<file path="src/rtl/shift_reg_seq.sv">
// Sequencer for the universal shift register: parallel-loads a word, then shifts it out SIZE times.
// Optional SHIFT_REG_SEQ_PAUSE_EN adds a pause input that freezes shifting while high.
module shift_reg_seq #(
    parameter int unsigned SIZE = 8,
    parameter int unsigned DIV  = 1
) (
    input  logic                      clk,
    input  logic                      rst,
    input  logic                      s_valid,
    output logic                      s_ready,
    input  logic [SIZE-1:0]           s_data,
    input  logic                      s_dir,
`ifdef SHIFT_REG_SEQ_PAUSE_EN
    input  logic                      pause,
`endif
    output logic [1:0]                mode,
    output logic [SIZE-1:0]           prl_out,
    output logic [$clog2(SIZE+1)-1:0] bit_cnt,
    output logic                      busy,
    output logic                      done
);

    localparam int unsigned CNT_W = $clog2(SIZE + 1);
    localparam int unsigned DIV_W = (DIV > 1) ? $clog2(DIV) : 1;

    localparam logic [DIV_W-1:0] DIV_LAST = DIV_W'(DIV - 1);
    localparam logic [CNT_W-1:0] BIT_LAST = CNT_W'(SIZE - 1);

    localparam logic [1:0] MODE_HOLD  = 2'b00;
    localparam logic [1:0] MODE_LEFT  = 2'b01;
    localparam logic [1:0] MODE_RIGHT = 2'b10;
    localparam logic [1:0] MODE_LOAD  = 2'b11;

    typedef enum logic [1:0] {
        IDLE  = 2'd0,
        LOAD  = 2'd1,
        SHIFT = 2'd2,
        DONE  = 2'd3
    } state_t;

    state_t            state_q, state_d;
    logic [DIV_W-1:0]  div_q, div_d;
    logic [CNT_W-1:0]  bit_q, bit_d;
    logic [SIZE-1:0]   prl_q, prl_d;
    logic              dir_q, dir_d;
    logic              stall_c;

`ifdef SHIFT_REG_SEQ_PAUSE_EN
    assign stall_c = pause;
`else
    assign stall_c = 1'b0;
`endif

    // State register
    always_ff @(posedge clk or posedge rst) begin
        if (rst) begin
            state_q <= IDLE;
        end else begin
            state_q <= state_d;
        end
    end

    // Datapath registers: divider, shift counter, captured word and direction
    always_ff @(posedge clk or posedge rst) begin
        if (rst) begin
            div_q <= '0;
            bit_q <= '0;
            prl_q <= '0;
            dir_q <= 1'b0;
        end else begin
            div_q <= div_d;
            bit_q <= bit_d;
            prl_q <= prl_d;
            dir_q <= dir_d;
        end
    end

    // Next-state and output decode; mode is only non-zero in LOAD and on SHIFT tick cycles
    always_comb begin
        state_d = state_q;
        div_d   = div_q;
        bit_d   = bit_q;
        prl_d   = prl_q;
        dir_d   = dir_q;
        mode    = MODE_HOLD;
        s_ready = 1'b0;
        busy    = 1'b1;
        done    = 1'b0;

        case (state_q)
            IDLE: begin
                busy    = 1'b0;
                s_ready = 1'b1;
                if (s_valid) begin
                    prl_d   = s_data;
                    dir_d   = s_dir;
                    state_d = LOAD;
                end
            end
            LOAD: begin
                mode    = MODE_LOAD;
                div_d   = '0;
                bit_d   = '0;
                state_d = SHIFT;
            end
            SHIFT: begin
                if (!stall_c) begin
                    if (div_q == DIV_LAST) begin
                        div_d = '0;
                        mode  = dir_q ? MODE_RIGHT : MODE_LEFT;
                        bit_d = CNT_W'(bit_q + 1'b1);
                        if (bit_q == BIT_LAST) begin
                            state_d = DONE;
                        end
                    end else begin
                        div_d = DIV_W'(div_q + 1'b1);
                    end
                end
            end
            DONE: begin
                done    = 1'b1;
                state_d = IDLE;
            end
            default: begin
                state_d = IDLE;
            end
        endcase
    end

    assign prl_out = prl_q;
    assign bit_cnt = bit_q;

endmodule

</file>
<file path="config.mk">
export PLATFORM = sky130hd
export DESIGN_NAME = shift_reg_seq
export DESIGN_NICKNAME = d
export VERILOG_FILES = /design/src/rtl/shift_reg_seq.sv
export SDC_FILE = /design/constraint.sdc
export NUM_CORES = 1
export LEC_CHECK = 0
export BUFFER_PORTS_ARGS = -buffer_cell sky130_fd_sc_hd__buf_2
export CORE_MARGIN = 5
export CORE_UTILIZATION = 46
export DETAILED_ROUTE_END_ITERATION = 7
export PLACE_DENSITY = 0.88
export SLEW_MARGIN = 20
export SYNTH_ARGS = -nofsm -noshare
export SYNTH_HDL_FRONTEND = slang
export SYNTH_SLANG_ARGS = --single-unit
</file>
<file path="constraint.sdc">
create_clock -name clk -period 1.7 [get_ports clk]
set_clock_uncertainty 0.2 [all_clocks]
set_input_delay 0.17 -clock clk [delete_from_list [all_inputs] [get_ports clk]]
set_output_delay 0.17 -clock clk [all_outputs]
set_load 0.1 [all_outputs]
</file>
# Word level (Yosys, flattened, before mapping)
# Index checks and enable logic that the tools add are counted.
# word_totals
regBits	16
latch_bits	0
ramBits	0
rom_bits	0
out_inout_bits	17
word_cells	33
n_memories	0
# op_classes
n_addsub	2
multipliers	0
n_div	0
n_lt_le_gt_ge	0
n_eq_ne	7
shift	0
n_mux	14
n_bitwise	0
reduce_logical	5
# op_table
operator	count
two-way mux 2 bit	5
case mux 2 bit (4 select lines)	1
case mux 4 bit (2 select lines)	1
!= test 2 bit, second input constant	3
adder 4 x 1 -> 4 bit, second input constant	1
== test 2 bit, second input constant	2
== test 4 x 3 -> 1 bit, second input constant	1
two-way mux 1 bit	4
two-way mux 4 bit	1
case mux 2 bit (2 select lines)	1
AND reduction 2 bit	2
AND reduction 3 bit	1
== test 2 x 1 -> 1 bit, second input constant	1
zero test 2 bit	1
case mux 1 bit (2 select lines)	1
nonzero test 2 bit	1
adder 1 bit, second input constant	1

# Longest topological paths before layout
# Gate-level depths: netlist of the first run.
# logic_depth
word_depth	4
mapped_depth	6
mapped_depth_nobuf	5

# Least setup slack after synthesis of the first run
# OpenSTA, ideal clock, no wires.
# synth_timing
path_kind	flip-flop to flip-flop
start	reg state_q[0]
end	reg state_q[1]
setup_time_ps	79
arrival_time_ps	2649
slack_ps	-1228
path_stages_with_launch	6
path_buffers	0
synth_period_minus_slack_ps	2928
path_cell_list	dfrtp_1 > inv_1 > ha_1 > inv_1 > o2bb2ai_2 > mux2i_1
# synth_via
elab_chain_len	3
# synth_rtl
element	line_no	rtl
start: declaration	41	state_t state_q, state_d;
start signal: assignment	59	state_q <= state_d;
== test 2 bit / zero test 2 bit (equally long branches)	90	case (state_q)
!= test 2 bit (no line)	-	
AND reduction 3 bit (no line)	-	
# Several ways; a longest one is shown, not always the timed one.
# A chain may end at the register's enable or synchronous reset.

# Final worst setup path of the first run
# layout_timing
start	reg state_q[1]
end	out mode[0]
# layout_via
elab_chain_len	2
# layout_rtl
element	line_no	rtl
== test 2 bit / == test 2 x 1 -> 1 bit (equally long branches)	90	
case mux 2 bit (2 select lines) (*)	90	
end: declaration	16	output logic [1:0] mode,
# Every way passes the cells marked *; elsewhere a longest branch is shown, timed or not.

==> impl_results.md, run 1 <==
- Status: finished, violations left
- Failing checks: negative setup slack
- Bufs on Longest Clock Path: 2
- Clock-pin slew on the worst setup and hold paths: 0.08 ns
- Initial DRC Count: 12
- Final core utilization: 0.818
- Drt drc: 0
- Post-Syn Instances: 62
- Slack of the critical path: -0.199 ns
- Slew HR: 0.627
- Register area share after synthesis: 0.513
- RSZ-0062 raised after global routing: yes
- Final net count: 133
- Commonest non-fill, non-tap cell in the layout: buf_2
- Most frequent cells in the layout: buf_2 (23), dfrtp_1 (13), buf_4 (11)
- Wire per inst: 16.1 microns
- IO Count: 29
- Initial antenna violation count: 0
- Post-route ant nets: 0
- Met2 usage in global routing: 0.316
- Met3 Use GR: 0.0361
- Worst Path Required: 1.33 ns
- Fillcell total: 83
- Sink Count: 15
- CTS Root Buffer Type: clkbuf_4
- Final hold viol count: 0
- TNS Setup: -0.387 ns
- Yosys warns: 0
- Critical Path End Type: output pin
- Total congestion overflow: 0
- Initial Util: 0.486
- Total CTS buffers: 3
- Arr. time, crit path: 1.53 ns
- Worst Tran Pin Value: 0.560 ns
- Synth unique cells: 18
- First-pass DRT Iterations: 4
- Gr busiest metal: met2
- Final setup viols: 2
- GRT Total Usage: 0.179
- Crit path time final: 1.90 ns
- Number of global-route vias before repair: 752
- First-pass GRT wire length: 3.44 mm
- Crit path max fanout: 3
- Fmax: 0.527 GHz
- Final Cycle Share: 1.12
- Yosys reg bits: 15
- Worst skew pair latency: 0.29 ns
- Via count: 687
- Port bufs: 28
- Fraction of layout cells with a size suffix above 1: 0.588
- CTS tree: done
- Layout Area Growth over Synthesis: 68.4%
- Worst setup path startpoint: state_q[1]
- Maxcap violations: 0
- Post-Route WL: 2.10 mm
- Vias per inst: 5.28
- DIE WIDTH: 49.9 microns
- RePlAce Congestion: 0.754
- Syn Area/Cell: 11.8 sq um
- Grt met1 use: 0.198
- Netlist Area Pre-Place: 732 sq um
- ANT cells: 0
- Hold WC Path Type: in2reg
- Die footprint: 2490 sq um
- Slew Viols, Final: 0
- Cell Rows: 14
- Post-DP HPWL: 1.21 mm
- FF-to-FF Start: state_q[1]
- Die Height: 49.9 microns
- Startpoint Class: register
- Syn Nets: 80
- Core area: 1510 sq um
- Hold Path Origin: s_valid
- H-Tree Depth: 1
- Crit path kind: reg2out
- Largest net degree at the start of global routing: 16
## state kept, by name, summed over array words and instances, names as in the netlist
name / flops
dir_q: 1
prl_out: 8
bit_cnt: 4
state_q: 2
## worst paths after layout
check	endpoint	cells past startpoint	slack, ns
min	state_q[1]	3	0.04
min in group asynchronous	prl_out[4]	3	0.29
max reg2reg	bit_cnt[2]	6	0.05
min reg2reg	prl_out[3]	1	0.31
max in group asynchronous	bit_cnt[0]	3	0.60
max	mode[0]	5	-0.20
## logic make-up (layout without fill, tap and decap cells)
logic type      after synthesis  count (layout)  share of synthesized area
compound gates               10              10                     0.0957
fa+ha+maj                     6               6                      0.103
buf+inv                      10              62                     0.0530
flops                        15              15                      0.513
mux                          10              10                      0.152
simple gates                 11              11                     0.0838
## per-layer routing
layer	vias up	routed length, microns
li1	315	-
met1	337	772
met2	29	1150
met3	6	113
met4	0	59
met5	-	0
## metrics by stage
step	cells	setup slack [ns]	hold slack (ns)	instance area, sq um
after floorplan	62	-0.472	-0.129	766
after global placement	106	0.133	0.0456	988
after detailed placement	106	0.0999	0.0461	988
after CTS	126	-0.143	0.0501	1180
after global routing	130	-0.287	0.0466	1230
final	130	-0.199	0.0441	1230
## cell type report
type / count / area, sq um / area share
clock buffer: 3 / 22.5 / 0.0183
inverter: 9 / 41.3 / 0.0335
timing repair buffer: 49 / 398 / 0.323
sequential: 15 / 378 / 0.307
tap: 16 / 20.0 / 0.0162
clock inverter: 1 / 5.00 / 0.00406
multi-input combinational: 37 / 368 / 0.298
## timing repair
action                                  4_1_cts  5_1_grt
endpoints found under the setup margin        3        5
pin swaps                                     3        0
gates resized for setup                       6        6
endpoints found under the hold margin        24        0
hold buffers                                 10        0
setup buffers                                 6        4
## worst max-delay path, cell delays in order, from the launching register on
cell and delay [ns]:
dfrtp_1 0.41, inv_2 0.08, ha_4 0.29, clkinvlp_4 0.14, nor2_4 0.14, buf_12 0.18
## synthesized netlist by cell type
master     number  share of area
a211oi_1        1          0.010
o2bb2ai_2       1          0.021
o221ai_1        1          0.012
clkbuf_2        1         0.0068
dfrtp_1        15           0.51
mux2i_1         1          0.014
o21ai_0         3          0.021
nand3_1         5          0.034
nor2_1          2          0.010
nand2_4         1          0.015
inv_1           9          0.046
nand2_1         1         0.0051
nand3b_1        1          0.010
ha_1            6           0.10
nor2b_1         1         0.0086
o2bb2ai_1       1          0.012
a21oi_1         3          0.021
mux2_2          9           0.14
Power of run 1 is left out: the tool's default activity adds up to more than one toggle a clock period on the data nets, which glitch-free logic cannot reach.
==> run 2: changes to the inputs <==
--- a/config.mk
+++ b/config.mk
@@ -5,11 +5,12 @@
 export SDC_FILE = /design/constraint.sdc
 export NUM_CORES = 1
 export LEC_CHECK = 0
+export ABC_AREA = 1
 export BUFFER_PORTS_ARGS = -buffer_cell sky130_fd_sc_hd__buf_2
 export CORE_MARGIN = 5
-export CORE_UTILIZATION = 46
+export CORE_UTILIZATION = 50
 export DETAILED_ROUTE_END_ITERATION = 7
-export PLACE_DENSITY = 0.88
+export PLACE_DENSITY = 0.93
 export SLEW_MARGIN = 20
 export SYNTH_ARGS = -nofsm -noshare
 export SYNTH_HDL_FRONTEND = slang
==> constraint.sdc (replaced) <==
create_clock -name clk -period 2.2 [get_ports clk]
set_clock_uncertainty 0.2 [all_clocks]
set_input_delay 0.22 -clock clk [delete_from_list [all_inputs] [get_ports clk]]
set_output_delay 0.22 -clock clk [all_outputs]
set_load 0.1 [all_outputs]
==> impl_results.md, run 2 <==
- Bufs on Longest Clock Path: 2
- Startpoint Class: register
- Syn Area/Cell: 8.45 sq um
- Total congestion overflow: 0
- Register area share after synthesis: 0.493
- First-pass GRT wire length: 2.86 mm
- CTS tree: done
- Core area: 1470 sq um
- RePlAce Congestion: 0.789
- Drt drc: 0
- RSZ-0062 raised after global routing: no
- CP max-delay cell: dfrtp_1
- Worst skew pair latency: 0.28 ns
- Final setup viols: 0
- Critical Path End Type: output pin
- Number of flops mapped to enable cells by yosys: 0
- Post-Syn Instances: 90
- Initial DRC Count: 14
- Arr. time, crit path: 1.64 ns
- Hold Crit Depth: 3
- Port bufs: 28
- First-pass DRT Iterations: 4
- Finished Cell Area: 1070 sq um
- Pre-CTS setup slack: 0.272 ns
- TNS Setup: 0 ns
- Fraction of layout cells with a size suffix above 1: 0.310
- Clock-pin slew on the worst setup and hold paths: 0.09 ns
- H-Tree Depth: 1
- Synth unique cells: 16
- Max reg flops: 8
- Biggest area consumer among synthesized cells: dfrtp_1
- Synth top area share: 0.493
- Fmax: 0.486 GHz
- Cell Rows: 14
- Hold WC Path Type: in2reg
- Worst Path Required: 1.78 ns
- ANT cells: 0
- Crit path kind: reg2out
- Post-DP HPWL: 1.26 mm
- Number of global-route vias before repair: 681
- Worst Tran Pin Value: 0.532 ns
- Wire per inst: 11.4 microns
- Slack of the critical path: 0.144 ns
- Yosys warns: 0
- Crit path time final: 2.06 ns
- Crit path max fanout: 9
- Setup Buffers After CTS: 0
- Post-route ant nets: 0
- Vias per inst: 4.88
- Via count: 708
- Largest net degree at the start of global routing: 16
- Most frequent cells in the layout: nand2_1 (31), buf_2 (26), dfrtp_1 (15)
- IO Count: 29
- Total CTS buffers: 3
- Slew HR: 0.645
- GRT Total Usage: 0.151
- Crit path cell chain: inv_1 > ha_4 > inv_2 > o22ai_2 > buf_12
- Syn Nets: 108
- WP depth: 5
- Final Cycle Share: 0.935
- Post-Route WL: 1.66 mm
- Yosys reg bits: 15
- Die Height: 49.0 microns
- Placed cell areas: 928 sq um
- Final net count: 148
- Die footprint: 2400 sq um
- Max incr delay on CP: 0.43 ns
- Delay-heaviest family, CP: flip-flops
- Sink Count: 15
- Netlist Area Pre-Place: 761 sq um
- Buf+Inv Stages, Crit Path: 3
- Most common cell in the netlist: nand2_1
- Commonest non-fill, non-tap cell in the layout: nand2_1
- Status: finished clean
- CTS Root Buffer Type: clkbuf_4
- Initial Util: 0.517
- Slew Viols, Final: 0
- FFs w/ async S/R, synth: 1.00
- Initial antenna violation count: 0
- Post-synth top flop: dfrtp_1
- Synth area leaders: dfrtp_1 (49%), nand2_1 (15%), ha_1 (9.9%), nand3_1 (9.2%), a21oi_1 (2.6%)
- Top cells by count, synth: nand2_1 (31), dfrtp_1 (15), nand3_1 (14)
- DIE WIDTH: 49.0 microns
- Final hold viol count: 0
- Worst R2R Path Depth: 6
- Layout Area Growth over Synthesis: 40.5%
- Maxcap violations: 0
-- run 2: kinds of logic after synthesis --
group | count (synthesis) | share of synthesized area
AOI/OAI and AO/OA | 6 | 0.0411
adders and majority gates | 6 | 0.0987
buffers and inverters | 10 | 0.0608
DFF | 15 | 0.493
and+or+nand+nor | 53 | 0.306
-- run 2: worst reg2reg max path, stage by stage, from the launching register on --
cell     delay (ns)
dfrtp_1        0.42
inv_1          0.15
ha_4           0.25
inv_2          0.05
or2_4          0.24
nand3_1        0.08
nand2_1        0.05
-- run 2: final timing paths --
check | startpoint | end | slack (ns)
setup reg to reg | state_q[0] | state_q[1] | 0.65
hold reg to reg | prl_out[0] | prl_out[0] | 0.28
hold / removal | s_valid | prl_out[0] | 0.08
setup / recovery | state_q[1] | mode[0] | 0.14
min in group asynchronous | rst | dir_q | 0.32
max in group asynchronous | rst | prl_out[7] | 1.13
-- run 2: final cells by class --
| cell class | count | area [sq um] |
|---|---|---|
| clock buffers | 3 | 22.5 |
| clock inverters | 1 | 5.00 |
| fillers | 118 | 403 |
| inverters | 7 | 26.3 |
| multi-input cells | 65 | 362 |
| flip-flops and latches | 15 | 375 |
| well taps | 16 | 20.0 |
| repair buffers | 38 | 258 |
-- run 2: metrics by stage --
stage | utilization | std cells | hold slack [ns]
after global routing | 0.726 | 145 | 0.101
after floorplan | - | 90 | -0.0785
final | 0.726 | 145 | 0.0813
after CTS | 0.719 | 145 | 0.0745
after global placement | 0.631 | 131 | 0.0881
after detailed placement | 0.631 | 131 | 0.0960
-- run 2: routing by layer --
layer	up-vias	track usage	share of wire
met1	316	0.162	0.43
met2	25	0.267	0.47
met4	0	0.0807	0.024
met3	4	0.0367	0.078
li1	363	-	-
met5	-	0	0
-- run 2: what timing repair did --
action | CTS | global route
hold buffers | 10 | 0
endpoints found under the setup margin | 1 | 1
gates resized for setup | 1 | 1
endpoints found under the hold margin | 24 | 0
Power of run 2 is left out for the same reason.
